`src/rtl/aes_round_ctrl.sv`:
```
// ---------------------------------------------------------------------------
// aes_round_ctrl
// Round sequencer for the AES-SMALL iterative datapath.
//
// A block starts with a start/in_ready handshake. The controller then runs
// one LOAD cycle (count=1: the state mux takes the input words and the key
// schedule loads the cipher key). It follows with NUM_ROUNDS round cycles
// (count=2..NUM_ROUNDS+1: the state mux takes the round feedback and the key
// schedule advances). It then holds the result in DONE until the
// out_valid/out_ready handshake completes.
//
// Optional feature macro: AES_ROUND_ABORT_EN
//   When defined, an extra 'abort' input returns the controller to IDLE from
//   LOAD, ROUND or DONE at the next edge. When it is undefined, every
//   accepted block runs to DONE.
//
// Ports:
//   clk         in   rising-edge system clock
//   rst_n       in   asynchronous active-low reset
//   start       in   request one block (taken only while in_ready=1)
//   in_ready    out  idle, start will be accepted
//   count       out  round index / state mux select (0 idle, 1 load, 2.. rounds)
//   state_we    out  state register write enable
//   key_flag    out  load cipher key into key schedule
//   key_step    out  advance key schedule by one round key
//   last_round  out  final round (MixColumns bypassed)
//   out_valid   out  result in state register is valid
//   out_ready   in   downstream accepts the result
//   busy        out  controller not idle
//   abort       in   (AES_ROUND_ABORT_EN only) drop the in-flight block
//
// All outputs come straight from flops. Their next values are decoded from
// the next state, so no input reaches an output without a register between.
// ---------------------------------------------------------------------------
module aes_round_ctrl #(
   parameter int unsigned NUM_ROUNDS = 10,
   parameter int unsigned CNT_W      = 4
) (
   input  logic             clk,
   input  logic             rst_n,
   input  logic             start,
   output logic             in_ready,
   output logic [CNT_W-1:0] count,
   output logic             state_we,
   output logic             key_flag,
   output logic             key_step,
   output logic             last_round,
   output logic             out_valid,
   input  logic             out_ready,
   output logic             busy
`ifdef AES_ROUND_ABORT_EN
   ,
   input  logic             abort
`endif
);

   typedef enum logic [1:0] {
      ST_IDLE  = 2'd0,
      ST_LOAD  = 2'd1,
      ST_ROUND = 2'd2,
      ST_DONE  = 2'd3
   } state_e;

   localparam logic [CNT_W-1:0] CNT_ZERO  = {CNT_W{1'b0}};
   localparam logic [CNT_W-1:0] CNT_ONE   = CNT_W'(1);
   localparam logic [CNT_W-1:0] CNT_LOAD  = CNT_W'(1);
   localparam logic [CNT_W-1:0] CNT_FIRST = CNT_W'(2);
   localparam logic [CNT_W-1:0] CNT_LAST  = CNT_W'(NUM_ROUNDS + 1);

   state_e           state_q, state_d;
   logic [CNT_W-1:0] count_q, count_d;
   logic             abort_s;

   logic in_ready_q,   in_ready_d;
   logic state_we_q,   state_we_d;
   logic key_flag_q,   key_flag_d;
   logic key_step_q,   key_step_d;
   logic last_round_q, last_round_d;
   logic out_valid_q,  out_valid_d;
   logic busy_q,       busy_d;

`ifdef AES_ROUND_ABORT_EN
   assign abort_s = abort;
`else
   assign abort_s = 1'b0;
`endif

   // Next state and round counter; abort outranks both round advance and out_ready.
   always_comb begin
      state_d = state_q;
      count_d = count_q;
      case (state_q)
         ST_IDLE: begin
            if (start) begin
               state_d = ST_LOAD;
               count_d = CNT_LOAD;
            end else begin
               state_d = ST_IDLE;
               count_d = CNT_ZERO;
            end
         end
         ST_LOAD: begin
            if (abort_s) begin
               state_d = ST_IDLE;
               count_d = CNT_ZERO;
            end else begin
               state_d = ST_ROUND;
               count_d = CNT_FIRST;
            end
         end
         ST_ROUND: begin
            if (abort_s) begin
               state_d = ST_IDLE;
               count_d = CNT_ZERO;
            end else if (count_q == CNT_LAST) begin
               // Final round done: count freezes at NUM_ROUNDS+1, never wraps.
               state_d = ST_DONE;
               count_d = count_q;
            end else begin
               state_d = ST_ROUND;
               count_d = count_q + CNT_ONE;
            end
         end
         ST_DONE: begin
            // start is deliberately ignored here, even alongside out_ready.
            if (abort_s || out_ready) begin
               state_d = ST_IDLE;
               count_d = CNT_ZERO;
            end else begin
               state_d = ST_DONE;
               count_d = count_q;
            end
         end
         default: begin
            state_d = ST_IDLE;
            count_d = CNT_ZERO;
         end
      endcase
   end

   // Decode of the next state into next output values, so outputs are flops.
   always_comb begin
      in_ready_d   = 1'b0;
      state_we_d   = 1'b0;
      key_flag_d   = 1'b0;
      key_step_d   = 1'b0;
      last_round_d = 1'b0;
      out_valid_d  = 1'b0;
      busy_d       = 1'b1;
      case (state_d)
         ST_IDLE: begin
            in_ready_d = 1'b1;
            busy_d     = 1'b0;
         end
         ST_LOAD: begin
            state_we_d = 1'b1;
            key_flag_d = 1'b1;
         end
         ST_ROUND: begin
            state_we_d   = 1'b1;
            key_step_d   = 1'b1;
            last_round_d = (count_d == CNT_LAST);
         end
         ST_DONE: begin
            out_valid_d = 1'b1;
         end
         default: begin
            in_ready_d = 1'b1;
            busy_d     = 1'b0;
         end
      endcase
   end

   // State, counter and output registers with asynchronous reset to idle values.
   always_ff @(posedge clk or negedge rst_n) begin
      if (!rst_n) begin
         state_q      <= ST_IDLE;
         count_q      <= CNT_ZERO;
         in_ready_q   <= 1'b1;
         state_we_q   <= 1'b0;
         key_flag_q   <= 1'b0;
         key_step_q   <= 1'b0;
         last_round_q <= 1'b0;
         out_valid_q  <= 1'b0;
         busy_q       <= 1'b0;
      end else begin
         state_q      <= state_d;
         count_q      <= count_d;
         in_ready_q   <= in_ready_d;
         state_we_q   <= state_we_d;
         key_flag_q   <= key_flag_d;
         key_step_q   <= key_step_d;
         last_round_q <= last_round_d;
         out_valid_q  <= out_valid_d;
         busy_q       <= busy_d;
      end
   end

   assign in_ready   = in_ready_q;
   assign count      = count_q;
   assign state_we   = state_we_q;
   assign key_flag   = key_flag_q;
   assign key_step   = key_step_q;
   assign last_round = last_round_q;
   assign out_valid  = out_valid_q;
   assign busy       = busy_q;

endmodule

```
`config.mk`:
```
export PLATFORM = sky130hd
export DESIGN_NAME = aes_round_ctrl
export DESIGN_NICKNAME = d
export VERILOG_FILES = /design/src/rtl/aes_round_ctrl.sv
export SDC_FILE = /design/constraint.sdc
export NUM_CORES = 1
export LEC_CHECK = 0
export BUFFER_PORTS_ARGS = -buffer_cell sky130_fd_sc_hd__buf_2
export CAP_MARGIN = 5
export CORE_MARGIN = 2
export CORE_UTILIZATION = 41
export CTS_BUF_LIST = sky130_fd_sc_hd__clkbuf_2
export CTS_CLUSTER_SIZE = 24
export DETAILED_ROUTE_END_ITERATION = 7
export SLEW_MARGIN = 0
export SYNTH_ARGS = -nofsm -noshare
export SYNTH_HDL_FRONTEND = slang
export SYNTH_SLANG_ARGS = --single-unit
```
`constraint.sdc`:
```
create_clock -name clk -period 3 [get_ports clk]
set_clock_uncertainty 0.05 [all_clocks]
set_input_delay 0.45 -clock clk [delete_from_list [all_inputs] [get_ports clk]]
set_output_delay 0.45 -clock clk [all_outputs]
set_load 0.005 [all_outputs]
```
==> impl_metrics.env <==
export IMPL_tritoncts_clock_tree="built"
export IMPL_timing_worst_slew_pin_value_ns=0.444
export IMPL_num_vias=417
export IMPL_drv_max_cap_violation_count=0
export IMPL_final_period_utilization_pct=59.6
export IMPL_met3_demand_to_capacity_share_in_global_routing_pct=7.66
export IMPL_ys_warnings=0
export IMPL_cts_htree_levels=1
export IMPL_outcome="finished, final reports clean"
export IMPL_dieWidth_microns=42.7
export IMPL_final_layout_size_suffix_gt1_share_pct=34.8
export IMPL_cts_buffers=3
export IMPL_drt_initial_drc_count=2
export IMPL_timing_fmax_mhz=559
export IMPL_worst_ep_arrival_time_ns=1.91
export IMPL_grt_first_pass_wirelength_mm=1.61
export IMPL_post_synth_top_area_cell="dfrtp_1"
export IMPL_first_global_vias=380
export IMPL_grt_antenna_before_repair=0
export IMPL_clkTransAtPathRegs_ns=0.11
export IMPL_timing_final_setup_violations=0
export IMPL_post_synth_instance_area_sq_um=614
export IMPL_vdd_drop_max_mv=0.526
export IMPL_grt_util_met1_pct=15.9
export IMPL_synth_top_cell_area_share_pct=48.9
export IMPL_crit_required_ns=3.13
export IMPL_multiInputGateArea_sq_um=264
export IMPL_post_route_min_period_ns=1.79
export IMPL_drt_pass1_iterations=4
export IMPL_worst_hold_slack_ns=0.360
export IMPL_p_leak_nw=0.410
export IMPL_postSynthCellCount=51
export IMPL_rsz0062_at_grt="false"
export IMPL_floorplan_rows=13
export IMPL_crit_fanout=13
export IMPL_power_density_normalized_to_cell_area_nw_per_um2=964
export IMPL_num_fill_cells=127
export IMPL_worst_setup_path_type="register to register"
export IMPL_synth_seq_area_share_pct=53.2
export IMPL_synth_avg_cell_area_sq_um=12.0
export IMPL_diodes=0
export IMPL_die_height_microns=42.7
export IMPL_sequential_cell_area_sq_um=327
export IMPL_asyncSetResetFlopFracSynth_pct=100
export IMPL_gpl_final_weighted_congestion=0.742
export IMPL_synth_enable_flop_cells=0
export IMPL_grt_busiest_layer="met2"
export IMPL_total_global_routing_overflow=0
export IMPL_synthToLayoutAreaGrowth_pct=18.5
export IMPL_worstSetupStartpointType="register"
export IMPL_number_of_max_slew_violations_in_the_final_report=0
export IMPL_clk_lat_worst_skew_ns=0.25
export IMPL_grt_met2_usage_pct=18.2
export IMPL_wl_per_cell_microns=11.2
export IMPL_synthDistinctLibCells=24
export IMPL_stdcell_count=84
export IMPL_setup_tns_ns=0
export IMPL_maximum_number_of_pins_on_one_net_before_global_route_repair=14
export IMPL_clock_sinks=13
export IMPL_synth_ff_type="dfrtp_1"
export IMPL_final_nets=79
export IMPL_clock_root_buffer="clkbuf_2"
export IMPL_synth_common_cells="dfrtp_1, ha_1, inv_1, nand2_1, nor2_1"
export IMPL_cts_root_to_sink_buffers=2
export IMPL_drt_antenna_violating_nets=0
export IMPL_dp_cells=79
export IMPL_yosys_register_bits=13
export IMPL_timing_hold_worst_class="input pin to register"
export IMPL_globalRouteTotalUtil_pct=12.4
export IMPL_synthesis_nets=60
export IMPL_io_buffer_count=14
export IMPL_cts_post_setup_buffers_inserted=0
export IMPL_core_area_sq_um=1350
export IMPL_die_area_sq_um=1820
export IMPL_pin_count=15
export IMPL_setup_crit_end_kind="register"
export IMPL_detail_route_wirelength_microns=943
export IMPL_drc=0
export IMPL_initial_utilization_pct=45.5
export IMPL_netlist_top_cells_area="dfrtp_1, ha_1, mux2i_1"
export IMPL_timing_final_hold_violations=0
export IMPL_avgViaCountPerCell=4.96
export IMPL_yosysMostFrequentCell="dfrtp_1"
export IMPL_slew_limit_headroom_pct=70.4
==> metrics by stage <==
stage / area, sq um / setup slack, ns / total power, mW / util, %
after floorplan: 614 / 1.34 / 0.527 / -
after global placement: 698 / 1.24 / 0.626 / 51.7
after detailed placement: 698 / 1.22 / 0.627 / 51.7
after CTS: 728 / 1.20 / 0.716 / 53.9
after global routing: 728 / 1.03 / 0.774 / 53.9
final: 728 / 1.21 / 0.702 / 53.9
==> cells by family after synthesis <==
kind of cell               synth area share, %
AOI/OAI and AO/OA                         9.98
xor gates and xnor gates                  1.43
adders and majority gates                 10.2
buffers and inverters                     3.87
DFF                                       53.2
muxes                                     4.89
and+or+nand+nor                           16.5
==> power by group <==
group          switching [mW]  internal (mW)
Sequential             0.0665          0.247
Clock                  0.0498         0.0354
Combinational           0.158          0.145
==> cell usage in the layout (no fill, tap or decap) <==
cell type and n:
nor4b_4 1, o21ai_1 2, inv_1 4, dfstp_2 1, and3_2 1, inv_2 1
dfrtp_1 12, nor2_1 4, buf_2 14, ha_1 5, nor2b_1 1, nand2_1 4
mux2i_1 3, a21boi_1 1, clkbuf_2 4, nor4b_1 1, a21oi_1 1, o21ai_0 1
o22ai_1 1, dlygate4sd3_1 1, nand3b_4 1, nand3_1 1, o31ai_2 1, a22oi_1 1
o211ai_1 1, xnor2_1 1
==> final timing paths <==
check                                  end  depth (start not counted)  slack [ns]       start
worst max-delay path            last_round                          6        1.21  state_q[0]
worst min-delay path              count[0]                          3        0.36       start
worst max register to register  last_round                          6        1.21  state_q[0]
worst min register to register    count[2]                          2        0.59    count[2]
max in group asynchronous         in_ready                          2        2.08       rst_n
min in group asynchronous             busy                          2        0.55       rst_n
==> timing repair <==
| item | in CTS | in global routing |
|---|---|---|
| endpoints found under the hold margin | 12 | 0 |
| hold buffers | 1 | 0 |
| gates resized for setup | 0 | 0 |
==> area by class of cell <==
type	instances	area share [%]
flip-flops and latches	13	44.8
inverters	5	2.58
multi-input cells	32	36.3
clock buffers	4	2.75
well taps	15	2.58
repair buffers	15	11.0
==> registers in the layout, summed over array words and instances, names as in the netlist <==
name and cells:
count 4, state_q 2, busy 1, in_ready 1, key_flag 1, key_step 1
last_round 1, out_valid 1, state_we 1
==> worst max-delay path, stage by stage (launching register included) <==
cell and delay (ns):
dfrtp_1 0.63, nor2_1 0.11, nand2_1 0.11, a21boi_1 0.30, ha_1 0.22, nand2_1 0.08, nor4b_4 0.20
==> layer usage <==
layer	vias to the layer above	part of all wire (%)
li1	213	-
met1	189	49
met2	15	44
met3	0	6.8
met4	0	0
met5	-	0
Note: power is estimated with default switching activity, not from simulation.
